--- src/rtl/div_sqrt_pkg.sv ---
// Shared types for the div/sqrt issuer: default widths, response record, exception-flag bit positions.
// The resp_t record matches the default fp32 configuration (tag, op type, recoded result, flags).
package div_sqrt_pkg;

  localparam int EXP_W  = 8;
  localparam int SIG_W  = 24;
  localparam int TAG_W  = 4;
  localparam int REC_W  = EXP_W + SIG_W + 1;
  localparam int FLAG_W = 5;

  localparam int FLAG_INVALID   = 4;
  localparam int FLAG_INFINITE  = 3;
  localparam int FLAG_OVERFLOW  = 2;
  localparam int FLAG_UNDERFLOW = 1;
  localparam int FLAG_INEXACT   = 0;

  typedef struct packed {
    logic [TAG_W-1:0]  tag;
    logic              sqrt_op;
    logic [REC_W-1:0]  out;
    logic [FLAG_W-1:0] flags;
  } resp_t;

endpackage

--- src/rtl/div_sqrt_resp_fifo.sv ---
// Synchronous FIFO holding completed responses; head is read combinationally, so a push shows up
// on the output one cycle later. Push and pop may coincide at any occupancy, including full.
module div_sqrt_resp_fifo #(
  parameter int WIDTH = 1,
  parameter int DEPTH = 2,
  parameter int CW    = $clog2(DEPTH + 1),
  parameter int AW    = (DEPTH > 1) ? $clog2(DEPTH) : 1
) (
  input  logic             clock,
  input  logic             reset,
  input  logic             push,
  input  logic [WIDTH-1:0] push_dat,
  input  logic             pop,
  output logic [WIDTH-1:0] pop_dat,
  output logic [CW-1:0]    count,
  output logic             full,
  output logic             empty
);

  logic [WIDTH-1:0] mem [DEPTH];
  logic [AW-1:0]    wr_ptr;
  logic [AW-1:0]    rd_ptr;

  function automatic logic [AW-1:0] next_ptr(input logic [AW-1:0] p);
    return (p == AW'(DEPTH - 1)) ? '0 : p + 1'b1;
  endfunction

  assign full    = (count == CW'(DEPTH));
  assign empty   = (count == '0);
  assign pop_dat = mem[rd_ptr];

  always_ff @(posedge clock or posedge reset) begin
    if (reset) begin
      wr_ptr <= '0;
      rd_ptr <= '0;
      count  <= '0;
    end else begin
      if (push) wr_ptr <= next_ptr(wr_ptr);
      if (pop)  rd_ptr <= next_ptr(rd_ptr);
      case ({push, pop})
        2'b10:   count <= count + 1'b1;
        2'b01:   count <= count - 1'b1;
        default: count <= count;
      endcase
    end
  end

  always_ff @(posedge clock) begin
    if (push) mem[wr_ptr] <= push_dat;
  end

endmodule

--- src/rtl/div_sqrt_rec_fn_issuer.sv ---
// Issues tagged div/sqrt requests to divSqrtRecFN_medium only against reserved response-FIFO credit;
// results reach resp_* one cycle after unit_outValid. Optional DIV_SQRT_ISSUER_WATCHDOG_EN adds a hang detector.
module div_sqrt_rec_fn_issuer
  import div_sqrt_pkg::*;
#(
  parameter int expWidth = EXP_W,
  parameter int sigWidth = SIG_W,
  parameter int tagWidth = TAG_W,
  parameter int depth    = 2
) (
  input  logic                       clock,
  input  logic                       reset,
  input  logic                       req_valid,
  output logic                       req_ready,
  input  logic                       req_sqrtOp,
  input  logic [expWidth+sigWidth:0] req_a,
  input  logic [expWidth+sigWidth:0] req_b,
  input  logic [2:0]                 req_roundingMode,
  input  logic [tagWidth-1:0]        req_tag,
  input  logic                       unit_inReady,
  output logic                       unit_inValid,
  output logic                       unit_sqrtOp,
  output logic [expWidth+sigWidth:0] unit_a,
  output logic [expWidth+sigWidth:0] unit_b,
  output logic [2:0]                 unit_roundingMode,
  input  logic                       unit_outValid,
  input  logic                       unit_sqrtOpOut,
  input  logic [expWidth+sigWidth:0] unit_out,
  input  logic [4:0]                 unit_exceptionFlags,
  output logic                       resp_valid,
  input  logic                       resp_ready,
  output logic [tagWidth-1:0]        resp_tag,
  output logic                       resp_sqrtOp,
  output logic [expWidth+sigWidth:0] resp_out,
  output logic [4:0]                 resp_flags,
  output logic                       proto_err,
  output logic                       watchdog_err
);

  localparam int REC = expWidth + sigWidth + 1;
  localparam int CW  = $clog2(depth + 1);

  typedef struct packed {
    logic [tagWidth-1:0] tag;
    logic                sqrt_op;
    logic [REC-1:0]      out;
    logic [FLAG_W-1:0]   flags;
  } rsp_t;

  typedef enum logic {IDLE, BUSY} state_t;

  state_t              state;
  logic [tagWidth-1:0] inflight_tag;
  logic                inflight;
  logic                credit_ok;
  logic                fire;
  logic                push;
  logic                pop;
  logic                full;
  logic                empty;
  logic [CW-1:0]       count;
  rsp_t                push_dat;
  rsp_t                pop_dat;

  assign inflight = (state == BUSY);
  // Credit counts the op still inside the unit, since the unit cannot be stalled once it finishes.
  assign credit_ok = (int'(count) + int'(inflight)) < depth;

  assign req_ready         = unit_inReady & credit_ok;
  assign unit_inValid      = req_valid & credit_ok;
  assign fire              = req_valid & req_ready;
  assign unit_sqrtOp       = req_sqrtOp;
  assign unit_a            = req_a;
  assign unit_b            = req_b;
  assign unit_roundingMode = req_roundingMode;

  assign push     = unit_outValid & inflight;
  assign push_dat = '{tag: inflight_tag, sqrt_op: unit_sqrtOpOut, out: unit_out, flags: unit_exceptionFlags};
  assign pop      = resp_valid & resp_ready;

  always_ff @(posedge clock or posedge reset) begin
    if (reset) begin
      state        <= IDLE;
      inflight_tag <= '0;
      proto_err    <= 1'b0;
    end else begin
      // A completion and a new issue in the same cycle leave the FSM busy with the new tag.
      if (fire) begin
        state        <= BUSY;
        inflight_tag <= req_tag;
      end else if (unit_outValid) begin
        state <= IDLE;
      end
      if (unit_outValid && !inflight) proto_err <= 1'b1;
    end
  end

  div_sqrt_resp_fifo #(
    .WIDTH($bits(rsp_t)),
    .DEPTH(depth),
    .CW   (CW)
  ) u_resp_fifo (
    .clock   (clock),
    .reset   (reset),
    .push    (push),
    .push_dat(push_dat),
    .pop     (pop),
    .pop_dat (pop_dat),
    .count   (count),
    .full    (full),
    .empty   (empty)
  );

  assign resp_valid  = !empty;
  assign resp_tag    = pop_dat.tag;
  assign resp_sqrtOp = pop_dat.sqrt_op;
  assign resp_out    = pop_dat.out;
  assign resp_flags  = pop_dat.flags;

  no_overflow: assert property (@(posedge clock) disable iff (reset) !(push && full && !pop));

`ifdef DIV_SQRT_ISSUER_WATCHDOG_EN
  localparam int WD_LIMIT = sigWidth + 4;
  localparam int WW       = $clog2(WD_LIMIT + 1);

  logic [WW-1:0] wd_cnt;

  always_ff @(posedge clock or posedge reset) begin
    if (reset) begin
      wd_cnt       <= '0;
      watchdog_err <= 1'b0;
    end else begin
      if (fire)
        wd_cnt <= '0;
      else if (inflight && wd_cnt != WW'(WD_LIMIT))
        wd_cnt <= wd_cnt + 1'b1;
      if (inflight && !unit_outValid && wd_cnt == WW'(WD_LIMIT)) watchdog_err <= 1'b1;
    end
  end
`else
  assign watchdog_err = 1'b0;
`endif

endmodule

--- config.mk ---
export PLATFORM = sky130hd
export DESIGN_NAME = div_sqrt_rec_fn_issuer
export DESIGN_NICKNAME = d
export VERILOG_FILES = /design/src/rtl/div_sqrt_pkg.sv /design/src/rtl/div_sqrt_resp_fifo.sv /design/src/rtl/div_sqrt_rec_fn_issuer.sv
export SDC_FILE = /design/constraint.sdc
export NUM_CORES = 1
export LEC_CHECK = 0
export BUFFER_PORTS_ARGS = -buffer_cell sky130_fd_sc_hd__buf_2
export CELL_PAD_IN_SITES_DETAIL_PLACEMENT = 1
export CELL_PAD_IN_SITES_GLOBAL_PLACEMENT = 2
export CORE_MARGIN = 2
export CORE_UTILIZATION = 28
export CTS_CLUSTER_SIZE = 28
export DETAILED_ROUTE_END_ITERATION = 16
export GPL_TIMING_DRIVEN = 0
export PLACE_DENSITY_LB_ADDON = 0.1
export SLEW_MARGIN = 10
export SYNTH_ARGS = -nofsm -noshare
export SYNTH_HDL_FRONTEND = slang
export SYNTH_SLANG_ARGS = --single-unit
--- constraint.sdc ---
create_clock -name clock -period 3.05 [get_ports clock]
set_input_delay 0.1525 -clock clock [delete_from_list [all_inputs] [get_ports clock]]
set_output_delay 0.1525 -clock clock [all_outputs]
set_load 0.1 [all_outputs]
=== Word level (Yosys, flattened, before mapping) ===
Memory sizes are Yosys's and may differ from the RTL's.
Cells that the tools add are included.

* Word-level logic and storage cells: 33
* Register bits after elaboration: 10
* Bits of input ports: 119
* Memories: 1
* Output and inout bits: 118
* Memory bits (writable): 86

{| class="wikitable"
|+ Memory list
! name !! words !! width !! read ports !! clocked after Yosys merged registers in !! wr ports !! RTL line !! text
|-
| u_resp_fifo.mem || 2 || 43 || 1 || 0 || 1 || div_sqrt_resp_fifo.sv:20 || <nowiki>logic [WIDTH-1:0] mem [DEPTH];</nowiki>
|}

* Equal/unequal tests: 2
* Magnitude comparators: 1
* Mux-type cells: 7
* Bitwise gates (word level): 5
* Reductions and logical operators: 6
* $add $sub $neg: 5

{| class="wikitable"
|+ Operators with widths
! kind !! number
|-
| $mux 1 || 6
|-
| $and 1x1->1 || 5
|-
| $pmux 2 s2 || 1
|-
| $reduce_bool 2->1 || 2
|-
| $add 2x1->3 || 1
|-
| $lt 3x2->1 const B || 1
|-
| $add 1x1->1 const B || 2
|-
| $add 2x1->2 const B || 1
|-
| $eq 2x1->1 const B || 1
|-
| $eq 2x2->1 const B || 1
|-
| $logic_not 1->1 || 2
|-
| $logic_not 2->1 || 1
|-
| $sub 2x1->2 const B || 1
|-
| $logic_and 1x1->1 || 1
|}

=== Longest topological paths before layout ===
* Word-level depth: 5
* Depth in mapped cells: 6
* Depth with buffers taken out: 6

=== Modules after synthesis ===
A second synthesis with hierarchy kept.

* Cell total of the unflattened synthesis: 245
* Area total of the unflattened synthesis: 4309.1 sq um

{| class="wikitable"
|+ By module, submodules not included
! module !! cells an instance !! times used !! area an instance (sq um) !! sequential area each (sq um)
|-
| div_sqrt_resp_fifo || 151 || 1 || 3492.1 || 2682.6
|-
| div_sqrt_rec_fn_issuer || 94 || 1 || 817.0 || 150.1
|}

=== Worst setup path before layout ===
Ideal clock, no wire load.

* Path type: register to register
* Start: register state, in the netlist inflight
* End: memory u_resp_fifo.mem[0][0] in the netlist's numbering (enable)
* Cell stages (with the launch flop): 3
* Slack: 0.312 ns
* Library setup time: 0.443 ns
* Path buffers: 0
* Clock period less this slack: 2.738 ns
* Data required time: 2.607 ns
* Arrival time: 2.294 ns
* Cells stage by stage: dfrtp_1 -> nand2_1 -> nor2_1

* Word-level cells in the longest chain between the ends: 3

{| class="wikitable"
|+ RTL lines
! element !! RTL line !! text
|-
| start, declared || div_sqrt_rec_fn_issuer.sv:52 || <nowiki>state_t state;</nowiki>
|-
| start signal, assigned || div_sqrt_rec_fn_issuer.sv:83 || <nowiki>state <= IDLE;</nowiki>
|-
| start signal, assigned || div_sqrt_rec_fn_issuer.sv:89 || <nowiki>state <= BUSY;</nowiki>
|-
| start signal, assigned || div_sqrt_rec_fn_issuer.sv:92 || <nowiki>state <= IDLE;</nowiki>
|-
| $and 1x1->1 || div_sqrt_rec_fn_issuer.sv:77 || <nowiki>assign push = unit_outValid & inflight;</nowiki>
|-
| $mux 1 || div_sqrt_resp_fifo.sv:49 || <nowiki>if (push) mem[wr_ptr] <= push_dat;</nowiki>
|-
| $mux 1 (implied by the code) || div_sqrt_resp_fifo.sv:49 ||
|-
| end, declared || div_sqrt_resp_fifo.sv:20 ||
|}

Every way passes these cells.

=== Final worst setup path ===
* Start: register u_resp_fifo.rd_ptr
* End: output resp_tag[0]

* Word-level cells in the longest chain between the ends: 1

{| class="wikitable"
|+ RTL lines
! element !! RTL line !! text
|-
| start, declared || div_sqrt_resp_fifo.sv:22 || <nowiki>logic [AW-1:0] rd_ptr;</nowiki>
|-
| start signal, assigned || div_sqrt_resp_fifo.sv:39 || <nowiki>if (pop) rd_ptr <= next_ptr(rd_ptr);</nowiki>
|-
| $mem_v2 2x43 || -- ||
|-
| end, declared || div_sqrt_rec_fn_issuer.sv:32 || <nowiki>output logic [tagWidth-1:0] resp_tag,</nowiki>
|}

Every way passes these cells.

==> results.json <==
{
  "vias": 2548,
  "diodes": 0,
  "clk_path_buf_depth": 2,
  "cts_setup_buffers": 0,
  "tightest_slew_ns": 0.649,
  "synth_nets": 360,
  "antenna_found_initial": 1,
  "crit_buf_inv": 3,
  "power_density_mw_per_mm2": 1020,
  "yosys_warnings": 0,
  "avgSynthCellArea_um2": 17.2,
  "power.share.switching": 0.480,
  "drcViolationCount": 0,
  "root_buffer": "clkbuf_16",
  "nets": 564,
  "endpoint": "resp_tag[0]",
  "total_power_uw": 5950,
  "reg2reg_to": "u_resp_fifo.mem[0][29]",
  "ys_top_cells_by_area": "edfxtp_1 (63%), buf_4 (13%), mux2_2 (11%), dfrtp_1 (6.1%), mux2_4 (1.5%)",
  "grt_pass1_wl_mm": 13.3,
  "ios": 237,
  "postLayoutCoreUtil": 0.403,
  "worstPathArrival_ns": 1.68,
  "dieArea_mm2": 0.0157,
  "hp-class": "input pin to register",
  "critPathKind": "register to primary output",
  "via_per_inst": 4.03,
  "path_clk_slew_ns": 0.06,
  "clock_sinks": 96,
  "port-buffer-count": 165,
  "crit_fanout": 10,
  "slew_violations": 0,
  "initial_core_util": 0.285,
  "hpwl_mm": 6.04,
  "routed_wl_mm": 8.48,
  "internal_power_uw": 3090,
  "path_cells": "buf_4, buf_6, mux2_2, buf_2",
  "crit_path_top_delay_cell": "buf_2",
  "post-route-period-util": 0.602,
  "rsz0062_at_grt": "no",
  "status": "finished, final reports clean",
  "final_cell_mix": "buf_2 (165), edfxtp_1 (86), buf_4 (72)",
  "routabilityCongestion": 0.632,
  "ys_seq_area_frac": 0.687,
  "reg2reg_slack_ns": 1.37,
  "gr-usage-all-layers": 0.109,
  "ctsResizeCount": 0,
  "synth_top_area_cell": "edfxtp_1",
  "maxSlewHeadroom": 0.566,
  "first_global_vias": 2651,
  "endpoint_kind": "primary output",
  "cts-hold-fix-buffers": 26,
  "die_width_um": 125,
  "cts_tree": "done",
  "cp.depth": 4,
  "coreArea_mm2": 0.0145,
  "synth_seq_cells": 96,
  "grt_overflow": 0,
  "die_y_um": 125,
  "cts_max_level": 3,
  "cp-startpoint": "u_resp_fifo.rd_ptr",
  "syn_to_final_growth_pct": 41.3,
  "p_clk_frac": 0.211,
  "clock_latency_ns": 0.33,
  "crit_family": "buffers and inverters",
  "power_frac_seq": 0.287,
  "std_cell_rows": 44,
  "p_switching_uw": 2850,
  "cp_data_required_time_ns": 2.90,
  "cts_buffers": 9,
  "drt-initial-drc-count": 66,
  "worstRegToRegCells": 3,
  "critical-path-max-stage-delay_ns": 0.43,
  "finalSetupViolCount": 0,
  "final-hold-violation-count": 0,
  "start_kind": "register",
  "grt_max_degree": 32,
  "reg2reg_from": "inflight",
  "wire_per_inst_um": 13.4,
  "period_needed_ns": 1.83,
  "cap_viol_max_count": 0,
  "final_common_cell": "buf_2",
  "yosys.cell_types.count": 22,
  "fin_skew_ns": 0.00315,
  "synthesis.area_mm2": 0.00413,
  "leakagePower_uw": 0.00248,
  "synth_top_area_frac": 0.626,
  "drive_gt1_frac": 0.684,
  "pwr-share-comb": 0.502,
  "ir_worst_vdd_uv": 519,
  "drtPass1Iterations": 4,
  "detail-route-antenna-nets": 0,
  "max_clock_freq_mhz": 545,
  "netlist_instances": 240,
  "finalSetupTns_ns": 0
}
-- how the worst min path moves through the flow --
| stage | endpoint | cells past startpoint | start |
|---|---|---|---|
| 6_report | u_resp_fifo.mem[0][2] | 1 | unit_exceptionFlags[2] |
| 2_1_floorplan | inflight | 1 | reset |
| 4_1_cts | u_resp_fifo.mem[1][7] | 1 | unit_out[2] |
| 3_3_place_gp | inflight_tag[2] | 2 | reset |
| 5_1_grt | u_resp_fifo.mem[1][9] | 1 | unit_out[4] |
| 3_5_place_dp | inflight_tag[0] | 2 | reset |
-- cell type report --
type / count / area, um2
Fill cell: 1515 / 8650
Sequential cell: 96 / 2830
Timing Repair Buffer: 193 / 1130
Multi-Input combinational cell: 66 / 708
Buffer: 76 / 586
Clock buffer: 11 / 233
Tap cell: 184 / 230
Clock inverter: 5 / 105
Inverter: 2 / 7.51
-- metrics by stage --
step           instances  hold slack, ns  setup slack (ns)  area, um2
6_report             633          0.0147              1.22       5830
2_1_floorplan        240        -0.00732             0.312       4130
5_1_grt              633         0.00386              1.15       5830
4_1_cts              633        0.000141              1.17       5830
3_3_place_gp         589           0.173             -1.17       5180
3_5_place_dp         591           0.178              1.31       5230
-- metal layers --
metal | share of wire | vias to the layer above | track usage
met1 | 0.39 | 1211 | 0.129
met4 | 0.012 | 2 | 0.0490
met5 | 0.00083 | - | 0
met3 | 0.068 | 9 | 0.0223
li1 | - | 1199 | -
met2 | 0.53 | 127 | 0.192
-- sequential cells by signal, summed over array words and instances, names as in the netlist --
register	cells
inflight_tag	4
u_resp_fifo.rd_ptr	1
u_resp_fifo.mem	86
proto_err	1
u_resp_fifo.wr_ptr	1
inflight	1
u_resp_fifo.count	2
-- kinds of logic (layout without fill, tap and decap cells) --
logic type | count (synthesis) | in the layout | share of synthesized area
flops | 96 | 96 | 0.687
buf+inv | 78 | 287 | 0.144
mux | 47 | 47 | 0.132
simple gates | 10 | 10 | 0.0200
xor+xnor | 5 | 5 | 0.0106
compound gates | 2 | 2 | 0.00303
fa+ha+maj | 1 | 1 | 0.00303
other cells | 1 | 1 | 0.000909
-- power by group through the flow --
stage	logic [uW]	registers [uW]	clock network (uW)
global route	3100	1730	1340
detailed placement	2990	1740	0
CTS	3030	1710	1300
floorplan	2590	1720	0
finish	2990	1710	1250
global placement	2960	1740	0
-- cell usage after synthesis (all sizes together) --
cell type	instances
and3	1
inv	2
a21o	1
dfrtp	10
buf	76
xnor2	3
nand4b	1
o21ai	1
or2	1
and3b	2
ha	1
xor2	2
conb	1
nor2	2
nand2	2
edfxtp	86
mux2	47
and2	1
-- worst register-to-register path, delay by kind of cell (launching register included) --
| family | cells | cell delay [ns] |
|---|---|---|
| simple gates | 2 | 0.70 |
| flops | 1 | 0.39 |
| buf+inv | 1 | 0.28 |
No activity file was read; power rests on OpenSTA's default activity.
